### src/rtl/mole_hit_detector.sv
// Switch front end for the whack-a-mole game: synchronises and debounces the player switches,
// scores debounced toggles against the lit moles and reports hits/misses once per round.
module mole_hit_detector #(
    parameter int NUM_SW    = 8,
    parameter int DB_CYCLES = 1000000,
    parameter int DB_W      = 20
) (
    input  logic              clk,
    input  logic              rst_n,
    input  logic [NUM_SW-1:0] sw,
    input  logic              round_tick,
    input  logic [NUM_SW-1:0] mole_mask,
    output logic              hit_valid,
    input  logic              hit_ready,
    output logic [NUM_SW-1:0] hit_mask,
    output logic [3:0]        hit_count,
    output logic [3:0]        miss_count,
    output logic              report_lost
);

    typedef enum logic [1:0] {
        ST_INIT   = 2'd0,
        ST_ARMED  = 2'd1,
        ST_REPORT = 2'd2
    } state_t;

    localparam logic [DB_W-1:0] DB_LAST = DB_W'(DB_CYCLES - 1);

    function automatic logic [3:0] popcount(input logic [NUM_SW-1:0] v);
        logic [3:0] n;
        n = 4'd0;
        for (int i = 0; i < NUM_SW; i++) begin
            n = n + {3'd0, v[i]};
        end
        return n;
    endfunction

    state_t              state_r, state_nx_s;
    logic [NUM_SW-1:0]   sync1_r, sync2_r, stable_r;
    logic [DB_W-1:0]     db_cnt_r [NUM_SW];
    logic [DB_W-1:0]     init_cnt_r;
    logic [NUM_SW-1:0]   accept_s, toggle_s;
    logic [NUM_SW-1:0]   hit_acc_r, miss_acc_r, mole_cur_r;
    logic [NUM_SW-1:0]   hits_s, misses_s;
    logic                init_done_s;
    logic                load_s, drop_s, ack_s, accum_s, mole_ld_s;
    logic                hit_valid_r, report_lost_r;
    logic [NUM_SW-1:0]   hit_mask_r;
    logic [3:0]          hit_count_r, miss_count_r;

    // Two-flop synchroniser for the asynchronous switch pins
    always_ff @(posedge clk or negedge rst_n) begin
        if (!rst_n) begin
            sync1_r <= '0;
            sync2_r <= '0;
        end else begin
            sync1_r <= sw;
            sync2_r <= sync1_r;
        end
    end

    // A bit is accepted once it has disagreed with the stable value for DB_CYCLES cycles
    always_comb begin
        accept_s = '0;
        toggle_s = '0;
        for (int i = 0; i < NUM_SW; i++) begin
            accept_s[i] = (sync2_r[i] != stable_r[i]) && (db_cnt_r[i] == DB_LAST);
        end
        if (state_r != ST_INIT) begin
            toggle_s = accept_s;
        end else begin
            toggle_s = '0;
        end
    end

    // Per-bit debounce counters and stable state; INIT copies the synced pins so power-up levels are not whacks
    always_ff @(posedge clk or negedge rst_n) begin
        if (!rst_n) begin
            stable_r <= '0;
            for (int i = 0; i < NUM_SW; i++) begin
                db_cnt_r[i] <= '0;
            end
        end else if (state_r == ST_INIT) begin
            stable_r <= sync2_r;
            for (int i = 0; i < NUM_SW; i++) begin
                db_cnt_r[i] <= '0;
            end
        end else begin
            for (int i = 0; i < NUM_SW; i++) begin
                if (sync2_r[i] == stable_r[i]) begin
                    db_cnt_r[i] <= '0;
                end else if (accept_s[i]) begin
                    stable_r[i] <= sync2_r[i];
                    db_cnt_r[i] <= '0;
                end else begin
                    db_cnt_r[i] <= db_cnt_r[i] + DB_W'(1);
                end
            end
        end
    end

    assign init_done_s = (init_cnt_r == DB_LAST);

    // Settling timer that holds the FSM in INIT for DB_CYCLES cycles
    always_ff @(posedge clk or negedge rst_n) begin
        if (!rst_n) begin
            init_cnt_r <= '0;
        end else if ((state_r == ST_INIT) && !init_done_s) begin
            init_cnt_r <= init_cnt_r + DB_W'(1);
        end
    end

    // FSM state register
    always_ff @(posedge clk or negedge rst_n) begin
        if (!rst_n) begin
            state_r <= ST_INIT;
        end else begin
            state_r <= state_nx_s;
        end
    end

    // Next-state and datapath control decode
    always_comb begin
        state_nx_s = state_r;
        load_s     = 1'b0;
        drop_s     = 1'b0;
        ack_s      = 1'b0;
        accum_s    = 1'b0;
        mole_ld_s  = 1'b0;
        case (state_r)
            ST_INIT: begin
                mole_ld_s = round_tick;
                if (init_done_s) begin
                    state_nx_s = ST_ARMED;
                end else begin
                    state_nx_s = ST_INIT;
                end
            end
            ST_ARMED: begin
                accum_s = 1'b1;
                if (round_tick) begin
                    load_s     = 1'b1;
                    state_nx_s = ST_REPORT;
                end else begin
                    state_nx_s = ST_ARMED;
                end
            end
            ST_REPORT: begin
                accum_s = 1'b1;
                if (round_tick && hit_ready) begin
                    load_s     = 1'b1;
                    state_nx_s = ST_REPORT;
                end else if (round_tick) begin
                    drop_s     = 1'b1;
                    state_nx_s = ST_REPORT;
                end else if (hit_ready) begin
                    ack_s      = 1'b1;
                    state_nx_s = ST_ARMED;
                end else begin
                    state_nx_s = ST_REPORT;
                end
            end
            default: begin
                state_nx_s = ST_INIT;
            end
        endcase
    end

    // Same-cycle toggles are folded in so a whack on the round_tick cycle is not lost
    assign hits_s   = hit_acc_r  | (toggle_s &  mole_cur_r);
    assign misses_s = miss_acc_r | (toggle_s & ~mole_cur_r);

    // Round accumulators, current mole pattern and registered report
    always_ff @(posedge clk or negedge rst_n) begin
        if (!rst_n) begin
            hit_acc_r     <= '0;
            miss_acc_r    <= '0;
            mole_cur_r    <= '0;
            hit_valid_r   <= 1'b0;
            hit_mask_r    <= '0;
            hit_count_r   <= 4'd0;
            miss_count_r  <= 4'd0;
            report_lost_r <= 1'b0;
        end else begin
            if (load_s || drop_s || mole_ld_s) begin
                mole_cur_r <= mole_mask;
            end
            if (load_s || drop_s) begin
                hit_acc_r  <= '0;
                miss_acc_r <= '0;
            end else if (accum_s) begin
                hit_acc_r  <= hits_s;
                miss_acc_r <= misses_s;
            end
            if (load_s) begin
                hit_valid_r  <= 1'b1;
                hit_mask_r   <= hits_s;
                hit_count_r  <= popcount(hits_s);
                miss_count_r <= popcount(misses_s);
            end else if (ack_s) begin
                hit_valid_r <= 1'b0;
            end
            if (drop_s) begin
                report_lost_r <= 1'b1;
            end
        end
    end

    assign hit_valid   = hit_valid_r;
    assign hit_mask    = hit_mask_r;
    assign hit_count   = hit_count_r;
    assign miss_count  = miss_count_r;
    assign report_lost = report_lost_r;

endmodule
### config.mk
export PLATFORM = sky130hd
export DESIGN_NAME = mole_hit_detector
export DESIGN_NICKNAME = d
export VERILOG_FILES = /design/src/rtl/mole_hit_detector.sv
export SDC_FILE = /design/constraint.sdc
export NUM_CORES = 1
export LEC_CHECK = 0
export BUFFER_PORTS_ARGS = -buffer_cell sky130_fd_sc_hd__buf_4
export CORE_ASPECT_RATIO = 1.25
export CORE_MARGIN = 1.5
export CORE_UTILIZATION = 50
export DETAILED_ROUTE_END_ITERATION = 10
export HOLD_SLACK_MARGIN = 0.12
export PLACE_DENSITY_LB_ADDON = 0.08
export SLEW_MARGIN = 20
export SYNTH_ARGS = -nofsm -noshare
export SYNTH_HDL_FRONTEND = slang
export SYNTH_SLANG_ARGS = --single-unit
### constraint.sdc
create_clock -name clk -period 4.55 [get_ports clk]
set_clock_uncertainty 0.1 [all_clocks]
set_input_delay 0.455 -clock clk [delete_from_list [all_inputs] [get_ports clk]]
set_output_delay 0.455 -clock clk [all_outputs]
set_load 0.02 [all_outputs]
==> metrics.yaml <==
numPortBuffers: 37
wl_um: 22100
synth.avg_cell_area_um2: 10.2
r2r_start: "db_cnt_r[120]"
cp-start-kind: "flop"
r2r_cells: 15
vias: 8016
wire_per_inst_um: 14.5
min_path_type: "input pin to flop"
cp.required_ns: 4.90
ios: 38
drive_above_1_share_pct: 10.6
mostFrequentLayoutCell: "dfrtp_1"
violations: "design-rule violations"
hold_depth: 4
clock-root-buffer: "clkbuf_16"
clock_latency_ns: 0.52
ys_seq_area_share_pct: 53.0
power_density_nw_per_um2: 330
hold_start: "hit_ready"
slew-limit-headroom_pct: 38.1
std_cell_rows: 62
power.total_w: 0.00442
area_growth_pct: 14.4
grt_max_degree: 125
syn-num-nets: 1199
cp.arrival_ns: 4.61
drc_errors: 1
setup_violations: 0
nets: 1268
multiInputGateArea_um2: 5230
crit_fanout: 4
peakVddDrop_mv: 0.287
yosysWarnings: 0
worstSetupEndpointType: "flop"
synth_edf_count: 0
synthFlopType: "dfrtp_1"
dpl.hpwl_um: 14900
routabilityCongestion: 0.792
cts_inserted_buffers: 27
final.period_utilization_pct: 93.7
cts.sinks: 248
r2r_slack_ns: 0.29
fin_crit_ns: 4.26
antenna_found_initial: 0
viasPerCell: 5.25
holdWs_ns: 0.180
drv_slew: 0
synth-async-reset-ratio_pct: 100
combPwrFrac_pct: 2.1
cts_tree: "built"
die_y_um: 174
htree_levels: 1
gr-total-overflow: 0
cap_violations: 0
die_area_um2: 24300
switching_share_pct: 20.8
synth_cell_types: 45
syn_area_um2: 11700
grt_pass1_wl_um: 38900
p_int_w: 0.00350
num_antenna_cells: 0
grt_pass1_vias: 8141
fmaxAchievable_mhz: 235
worst_pin_slew_ns: 0.929
netlist_instances: 1152
grt_usage_pct: 19.2
die_x_um: 140
r2r_end: "miss_count[1]"
clockPowerShare_pct: 47.2
nFillCells: 2015
switchingPower_w: 0.000917
ys_ff_latch: 248
clockBufferDepth: 3
final_cell_mix: "dfrtp_1, nor2_1, nand2_1"
holdPathEnd: "hit_valid"
critical_path_class: "flop to flop"
clk_pin_slew_ns: 0.06
hold_viol_final: 0
leakagePower_nw: 5.56
ant_nets: 0
pwr-share-seq_pct: 50.7
core_area_um2: 23000
cp-startpoint: "db_cnt_r[120]"
start_util_pct: 51.0
rsz0062_at_grt: "true"
drt_first_iter_violations: 356
status: "complete, but fails checks"
seq_area_um2: 6210
dr.pass1.iters: 7
setup_tns_ns: 0
-- flip-flops by register name, summed over array words and instances, names as in the netlist --
name,cells
miss_count,4
hit_count,4
hit_valid,1
mole_cur_r,8
db_cnt_r,160
sync2_r,8
init_cnt_r,20
report_lost,1
stable_r,8
hit_acc_r,8
state_r,2
hit_mask,8
miss_acc_r,8
sync1_r,8
-- cells in the mapped netlist (all sizes together), types with 4 or more instances --
master / count / area, um^2
a31oi: 4 / 25.0
dfrtp: 248 / 6210
inv: 44 / 165
fa: 8 / 160
nand2: 101 / 379
nor4b: 13 / 120
clkbuf: 9 / 33.8
nand3b: 5 / 37.5
a21oi: 13 / 65.1
nor3: 21 / 110
buf: 17 / 88.8
ha: 19 / 238
nor4: 24 / 178
nand2b: 11 / 68.8
nand4: 42 / 263
a32o: 4 / 40.0
o21ai: 17 / 85.1
nor2: 218 / 818
nand3: 66 / 340
o31ai: 9 / 81.3
xnor2: 83 / 727
mux2: 15 / 169
and3: 18 / 113
o21bai: 6 / 45.0
nor2b: 4 / 25.0
or2: 10 / 62.6
and4: 13 / 114
or3: 6 / 42.5
xor2: 89 / 780
-- area by class of cell --
type                            count  area share [%]
Sequential cell                   248            46.4
Clock inverter                      9           0.580
Multi-Input combinational cell    834            39.1
Inverter                           44            1.23
Tap cell                          288            2.69
Timing Repair Buffer               66            4.19
Clock buffer                       39            5.83
-- repair_timing --
action / in CTS / in global routing
buffers inserted: 0 / 3
hold buffers: 18 / 0
endpoints found under the setup margin: 0 / 3
hold endpoints to repair: 139 / 0
resized for setup: 0 / 8
-- worst max path at each step --
stage / to / cells past startpoint / slack, ns
after detailed placement: miss_count[2] / 16 / 0.07
after CTS: miss_count[2] / 16 / 0.04
after global routing: miss_count[1] / 15 / -0.02
after floorplan: miss_count[2] / 16 / 0.33
final: miss_count[1] / 15 / 0.29
after global placement: miss_count[2] / 16 / 0.14
-- cells by family after synthesis --
kind of cell	count (synthesis)	synth area share, %
xor+xnor	172	12.9
buf+inv	70	2.46
simple gates	561	23.4
mux	15	1.44
compound gates	59	3.35
flops	248	53.0
fa+ha+maj	27	3.40
-- power by group through the flow --
stage | Sequential (W) | Clock [W] | Combinational (W)
floorplan | 0.00227 | 0 | 0.0000187
global placement | 0.00228 | 0 | 0.0000850
detailed placement | 0.00228 | 0 | 0.0000852
CTS | 0.00224 | 0.00216 | 0.0000978
global route | 0.00224 | 0.00225 | 0.000108
finish | 0.00224 | 0.00209 | 0.0000931
-- worst max-delay path: stages (launching register included) --
cell and delay (ns):
dfrtp_1 0.39, ha_2 0.21, nand3_2 0.10, or3_4 0.37
nor4_4 0.21, nand2_1 0.12, o21bai_1 0.20, fa_1 0.45
fa_1 0.54, inv_1 0.05, fa_1 0.53, inv_1 0.04
ha_1 0.20, inv_1 0.07, fa_2 0.42, o21ai_0 0.16
-- stage by stage --
| step | cells | utilization (%) | instance area (um^2) | worst slack (ns) |
|---|---|---|---|---|
| floorplan | 1152 | - | 11700 | 0.332 |
| global placement | 1459 | 53.5 | 12300 | 0.135 |
| detailed placement | 1459 | 53.5 | 12300 | 0.0706 |
| CTS | 1525 | 58.1 | 13300 | 0.0448 |
| global route | 1528 | 58.3 | 13400 | -0.0224 |
| finish | 1528 | 58.3 | 13400 | 0.288 |
-- layer usage --
| metal | track usage [%] | share of wire [%] | up-vias |
|---|---|---|---|
| met5 | 0 | 0 | - |
| met4 | 5.70 | 2.2 | 0 |
| met3 | 2.48 | 3.4 | 37 |
| met2 | 33.4 | 49 | 92 |
| met1 | 25.1 | 45 | 3868 |
| li1 | - | - | 4019 |
Note: power is estimated with default switching activity, not from simulation.
